$ cat src/rtl/hamming_8_4_encoder.sv
// Splits each accepted byte into two SECDED (8,4) codewords, low nibble first, with optional error injection.
// Latency 1 cycle accept->low codeword; outputs hold under backpressure, and a new byte is taken on the high-codeword handshake.
module hamming_8_4_encoder (
    input  logic        clk,
    input  logic        rst,
    input  logic        in_valid,
    output logic        in_ready,
    input  logic [7:0]  in_data,
    input  logic [7:0]  in_inj,
    input  logic        in_inj_sel,
    output logic        out_valid,
    input  logic        out_ready,
    output logic [7:0]  out_code,
    output logic        out_last,
    input  logic        cnt_clr,
    output logic [15:0] cw_count
);

    typedef enum logic [1:0] {
        IDLE    = 2'd0,
        SEND_LO = 2'd1,
        SEND_HI = 2'd2
    } state_t;

    state_t     state;
    logic [3:0] hi_q;
    logic [7:0] inj_q;
    logic       sel_q;

    logic       accept;
    logic [7:0] lo_code;
    logic [7:0] hi_code;

    // Parity bits sit at the power-of-two positions, so the syndrome is the XOR of set-bit indices.
    function automatic logic [7:0] enc(input logic [3:0] d);
        logic [7:0] c;
        c    = 8'h00;
        c[3] = d[0];
        c[5] = d[1];
        c[6] = d[2];
        c[7] = d[3];
        c[1] = d[0] ^ d[1] ^ d[3];
        c[2] = d[0] ^ d[2] ^ d[3];
        c[4] = d[1] ^ d[2] ^ d[3];
        c[0] = ^c[7:1];
        return c;
    endfunction

    assign in_ready = (state == IDLE) || ((state == SEND_HI) && out_ready);
    assign accept   = in_valid && in_ready;
    assign lo_code  = enc(in_data[3:0]) ^ (in_inj_sel ? 8'h00 : in_inj);
    assign hi_code  = enc(hi_q) ^ (sel_q ? inj_q : 8'h00);

    always_ff @(posedge clk or posedge rst) begin
        if (rst) begin
            state     <= IDLE;
            hi_q      <= 4'h0;
            inj_q     <= 8'h00;
            sel_q     <= 1'b0;
            out_valid <= 1'b0;
            out_code  <= 8'h00;
            out_last  <= 1'b0;
        end else if (accept) begin
            // Low codeword is encoded straight from the input; only the high nibble needs keeping.
            hi_q      <= in_data[7:4];
            inj_q     <= in_inj;
            sel_q     <= in_inj_sel;
            out_code  <= lo_code;
            out_last  <= 1'b0;
            out_valid <= 1'b1;
            state     <= SEND_LO;
        end else begin
            case (state)
                SEND_LO: begin
                    if (out_ready) begin
                        out_code <= hi_code;
                        out_last <= 1'b1;
                        state    <= SEND_HI;
                    end
                end
                SEND_HI: begin
                    if (out_ready) begin
                        out_valid <= 1'b0;
                        out_last  <= 1'b0;
                        state     <= IDLE;
                    end
                end
                default: begin
                    state <= IDLE;
                end
            endcase
        end
    end

    always_ff @(posedge clk or posedge rst) begin
        if (rst) begin
            cw_count <= 16'h0000;
        end else if (cnt_clr) begin
            cw_count <= 16'h0000;
        end else if (out_valid && out_ready && (cw_count != 16'hFFFF)) begin
            cw_count <= cw_count + 16'h0001;
        end
    end

endmodule

$ cat config.mk
export PLATFORM = sky130hd
export DESIGN_NAME = hamming_8_4_encoder
export DESIGN_NICKNAME = d
export VERILOG_FILES = /design/src/rtl/hamming_8_4_encoder.sv
export SDC_FILE = /design/constraint.sdc
export NUM_CORES = 1
export LEC_CHECK = 0
export CAP_MARGIN = 5
export CORE_AREA = 2 2 52 103
export CTS_CLUSTER_SIZE = 25
export DETAILED_ROUTE_END_ITERATION = 7
export DIE_AREA = 0 0 54 105
export PLACE_DENSITY = 0.77
export SYNTH_ARGS = -nofsm -noshare
export SYNTH_HDL_FRONTEND = slang
export SYNTH_SLANG_ARGS = --single-unit
export TNS_END_PERCENT = 100
$ cat constraint.sdc
create_clock -name clk -period 2.1 [get_ports clk]
set_input_delay 0.42 -clock clk [delete_from_list [all_inputs] [get_ports clk]]
set_output_delay 0.42 -clock clk [all_outputs]
set_load 0.01 [all_outputs]
# [Yosys cells after proc, flatten, opt, wreduce, memory -nomap -nowiden]
# Index checks and enable logic that the tools add are counted.
[classes] n_eq_ne=5 addsub=1 n_bitwise=14 reduce_logical=17 n_mux=17
[ops] cell="$mux W8" count=5
[ops] cell="$mux W16" count=2
[ops] cell="$add A16 B1 Y16 const B" count=1
[ops] cell="$ne A16 B16 Y1 const B" count=1
[ops] cell="$xor A8 B8 Y8" count=2
[ops] cell="$reduce_xor A7 Y1" count=2
[ops] cell="$xor A1 B1 Y1" count=12
[ops] cell="$reduce_bool A2 Y1" count=4
[ops] cell="$mux W2" count=3
[ops] cell="$ne A3 B3 Y1 const B" count=2
[ops] cell="$reduce_and A2 Y1" count=3
[ops] cell="$mux W1" count=5
[ops] cell="$logic_and A1 B1 Y1" count=4
[ops] cell="$pmux W2 S2" count=1
[ops] cell="$reduce_and A3 Y1" count=1
[ops] cell="$reduce_bool A3 Y1" count=1
[ops] cell="$eq A2 B1 Y1 const B" count=1
[ops] cell="$eq A2 B2 Y1 const B" count=1
[ops] cell="$logic_not A2 Y1" count=1
[ops] cell="$pmux W1 S2" count=1
[ops] cell="$logic_or A1 B1 Y1" count=1
[totals] wordCells=62 out_inout_bits=27 inputBits=22 regBits=41

# [Depth between registers and ports, before layout]
[depth] depth_word=7 mapped_depth=7 depth_no_buf=5

# [Worst setup path before layout]
# OpenSTA, ideal clock, no wires.
[synth_path] path_kind="flip-flop to flip-flop" start="register cw_count[0]" end="register cw_count[2]" path_buffers=0 stages_incl_launch_ff=6 setup_time_ns=0.125 synth_period_minus_slack_ns=1.813 arrival_time_ns=1.688 slack_ns=0.287 required_ns=1.975 path_cell_list="dfrtp_1 > ha_1 > nand4_1 > or4_1 > nand3_1 > mux2_2"
[synth_via] elab_chain_cells=3 word_cells_on_any_way=6 classes_between="add/sub: 1; eq/ne: 1; mux: 2; reduce/logical: 2"
[synth_rtl] element="from (decl)" line_no="16" source="output logic [15:0] cw_count"
[synth_rtl] element="from (signal assigned)" line_no="101" source="cw_count <= cw_count + 16'h0001;"
[synth_rtl] element="$add A16 B1 Y16 or $ne A16 B16 Y1 (tied branches)" line_no="101, 100"
[synth_rtl] element="$mux W16 or $logic_and A1 B1 Y1 (tied branches)" line_no="100" source="end else if (out_valid && out_ready && (cw_count != 16'hFFFF)) begin"
[synth_rtl] element="$mux W16 or $reduce_bool A2 Y1 (tied branches)"
# Parallel ways exist; a longest one is shown, timed or not. The select of a mux whose other input is x is not followed.
# A chain may end at the register's enable or synchronous reset.

# [Worst setup path after layout]
[layout_path] start="register state[1]" end="output in_ready"
[layout_via] elab_chain_cells=3 word_cells_on_any_way=4 classes_between="eq/ne: 1; reduce/logical: 3"
[layout_rtl] element="from (decl)" line_no="25" source="state_t state;"
[layout_rtl] element="from (signal assigned)" line_no="56" source="state <= IDLE;"
[layout_rtl] element="from (signal assigned)" line_no="71" source="state <= SEND_LO;"
[layout_rtl] element="from (signal assigned)" line_no="78" source="state <= SEND_HI;"
[layout_rtl] element="$eq A2 B2 Y1" line_no="49" source="assign in_ready = (state == IDLE) || ((state == SEND_HI) && out_ready);"
[layout_rtl] element="$logic_and A1 B1 Y1" line_no="49"
[layout_rtl] element="$logic_or A1 B1 Y1 (*)" line_no="49"
[layout_rtl] element="to (decl)" line_no="7" source="output logic in_ready,"
# Every way passes the cells marked *; elsewhere a longest branch is shown, timed or not.

==> flow_summary.yaml <==
synthesis:
  synth-seq-area-share_pct: 42.4
  synthFlopType: "dfrtp_1"
  synth_nets: 238
  synth_cells: 215
  ys_types: 41
  synth_seq_cells: 41
  synth_edf_count: 0
  synth.avg_cell_area_um2: 11.3
  async_flop_share_pct: 100
  syn-cell-area_mm2: 0.00242
  yosys_warnings: 0
cts:
  clk_latency_ns: 0.30
  cts_buffers: 5
  cts_tree: "yes"
  cts.path.max_buffers: 2
  cts_sinks: 41
  htreeDepth: 2
  post-cts-setup-buffers: 0
  clkTransAtPathRegs_ns: 0.08
  clockRootBuffer: "clkbuf_8"
die:
  pin_count: 49
  initial_core_util_pct: 49.8
  fp.dieW_um: 54
  rows: 36
  die_y_um: 105
  die-area_mm2: 0.00567
  core_area_mm2: 0.00486
sta:
  rsz0062_at_grt: "no"
  max-slew-margin-rel_pct: 63.9
  slew_violations: 0
  clock.fmax_mhz: 507
  tightest_slew_ns: 0.542
  clock_skew_ns: 0.00599
  period_share_pct: 93.9
  finalSetupViolations: 0
  period_needed_ns: 1.97
  tns_ns: 0
  hold_violations: 0
drt:
  dr.pass1.iters: 4
  wl_mm: 5.75
  drt_first_iter_violations: 37
  avgRoutedWirePerCell_um: 16.7
  drc_errors: 0
  routed_via_density: 5.74
  ant_nets: 0
  dr_total_vias: 1975
place:
  place_congestion: 0.821
  port_buffers: 48
  dp_hpwl_mm: 4.39
  place_area_mm2: 0.00315
critical_path:
  crit_required_ns: 1.68
  reg2reg_from: "cw_count[1]"
  cp-end-kind: "primary output"
  crit_fanout: 6
  critPathKind: "reg -> out"
  worstRegToRegCells: 5
  regToRegSetupSlack_ns: 0.19
  critPathArrivalTime_ns: 1.55
  critPathLaunchType: "flop"
  r2r_end: "cw_count[2]"
global_routing:
  grt.total_usage_pct: 22.3
  grt_pass1_wl_mm: 9.40
  first_global_vias: 2066
  grt_max_degree: 42
  overflow: 0
  antenna_found_initial: 0
pwr:
  clock_power_share_pct: 17.0
  p_leak_nw: 1.36
  intPower_mw: 2.58
  powerDensity_mw_per_mm2: 1130
  power.share.sequential_pct: 34.4
  p_comb_share_pct: 48.5
  fin_total_pwr_mw: 3.68
  p_sw_mw: 1.10
  swShare_pct: 29.9
  ir_drop_uv: 713
hold_path:
  min_to: "state[0]"
  holdPathStages: 3
  hold_path_class: "in -> reg"
  min-delay-start: "out_ready"
layout:
  nNetsFinal: 310
  areaGrowthSynthToFinish_pct: 34.5
  final_common_cell: "clkdlybuf4s50_1"
  layout_common_cells: "clkdlybuf4s50_1 (47), dfrtp_1 (41), buf_4 (25)"
  design_area_mm2: 0.00326
  diodes: 0
  drive_gt1_share_pct: 24.0
  nFillCells: 387
run_status:
  status: "complete, no violations"
job:
  cap_violations: 0
==> stage by stage <==
stage	std cells	setup WS (ns)	hold slack (ns)	utilization, %
floorplan	215	0.287	0.481	-
global placement	337	-0.0245	0.488	64.7
detailed placement	337	-0.0609	0.495	64.7
CTS	344	0.00829	0.513	66.9
global route	344	0.0537	0.534	67.0
finish	344	0.128	0.511	67.0
==> sequential cells by signal (all words and copies together), names as in the netlist <==
| signal | count |
|---|---|
| cw_count | 16 |
| inj_q | 8 |
| out_code | 8 |
| hi_q | 4 |
| state | 2 |
| out_last | 1 |
| out_valid | 1 |
| sel_q | 1 |
==> worst max-delay path, stage by stage, from the launching register on <==
cell and delay (ns):
dfrtp_1 0.46, nor2b_4 0.18, nor2_1 0.09, clkdlybuf4s50_1 0.54
==> synth_stat cells, types with 4 or more instances <==
master	number	share of area (%)
o21ai_0	7	1.4
xor2_1	4	1.4
or3_1	4	1.0
nand4_1	4	1.0
nor2_1	4	0.62
nand2_1	16	2.5
or4_1	11	3.4
o31ai_1	11	3.4
mux2_2	24	11
mux2i_1	4	1.7
xnor3_1	4	3.7
dfrtp_1	41	42
nor2b_1	10	2.6
xnor2_1	6	2.2
nand3_1	8	1.7
a21oi_1	17	3.5
==> cell type report <==
type | instances | area (um2) | area share (%)
well taps | 57 | 71.3 | 2.19
repair buffers | 75 | 711 | 21.8
multi-input cells | 161 | 1340 | 41.0
flip-flops and latches | 41 | 1030 | 31.5
clock inverters | 2 | 35.0 | 1.08
inverters | 3 | 11.3 | 0.346
clock buffers | 5 | 68.8 | 2.11
==> power by group through the flow <==
| stage | logic (mW) | registers (mW) | clock network (mW) |
|---|---|---|---|
| 6_report | 1.79 | 1.27 | 0.626 |
| 2_1_floorplan | 1.22 | 1.26 | 0 |
| 5_1_grt | 1.95 | 1.31 | 0.685 |
| 3_5_place_dp | 1.80 | 1.29 | 0 |
| 3_3_place_gp | 1.75 | 1.27 | 0 |
| 4_1_cts | 1.81 | 1.27 | 0.645 |
==> cell families after synthesis <==
logic type                 after synthesis  share of synthesized area (%)
AOI/OAI and AO/OA                       40                           10.0
xor gates and xnor gates                20                           12.8
adders and majority gates                1                          0.516
buffers and inverters                   13                           3.00
DFF                                     41                           42.4
muxes                                   30                           14.0
and+or+nand+nor                         70                           17.3
==> per-layer routing <==
| layer | vias to the layer above | part of all wire [%] | global-route usage [%] |
|---|---|---|---|
| met5 | - | 0 | 0 |
| met4 | 0 | 3.0 | 8.93 |
| met3 | 17 | 4.4 | 3.86 |
| met2 | 59 | 57 | 41.5 |
| met1 | 961 | 35 | 22.6 |
| li1 | 938 | - | - |
==> timing repair <==
action / in CTS / in global routing
setup endpoints to repair: 1 / 1
gates cloned: 0 / 0
hold buffers: 0 / 0
gates resized for setup: 1 / 1
==> worst max-delay path by stage <==
stage,startpoint,end,slack (ns)
floorplan,cw_count[0],cw_count[2],0.29
global placement,out_ready,cw_count[13],-0.02
detailed placement,out_ready,cw_count[13],-0.06
CTS,out_ready,in_ready,0.008
global route,state[1],in_ready,0.05
finish,state[1],in_ready,0.13
Power figures use the tool's default switching activity.
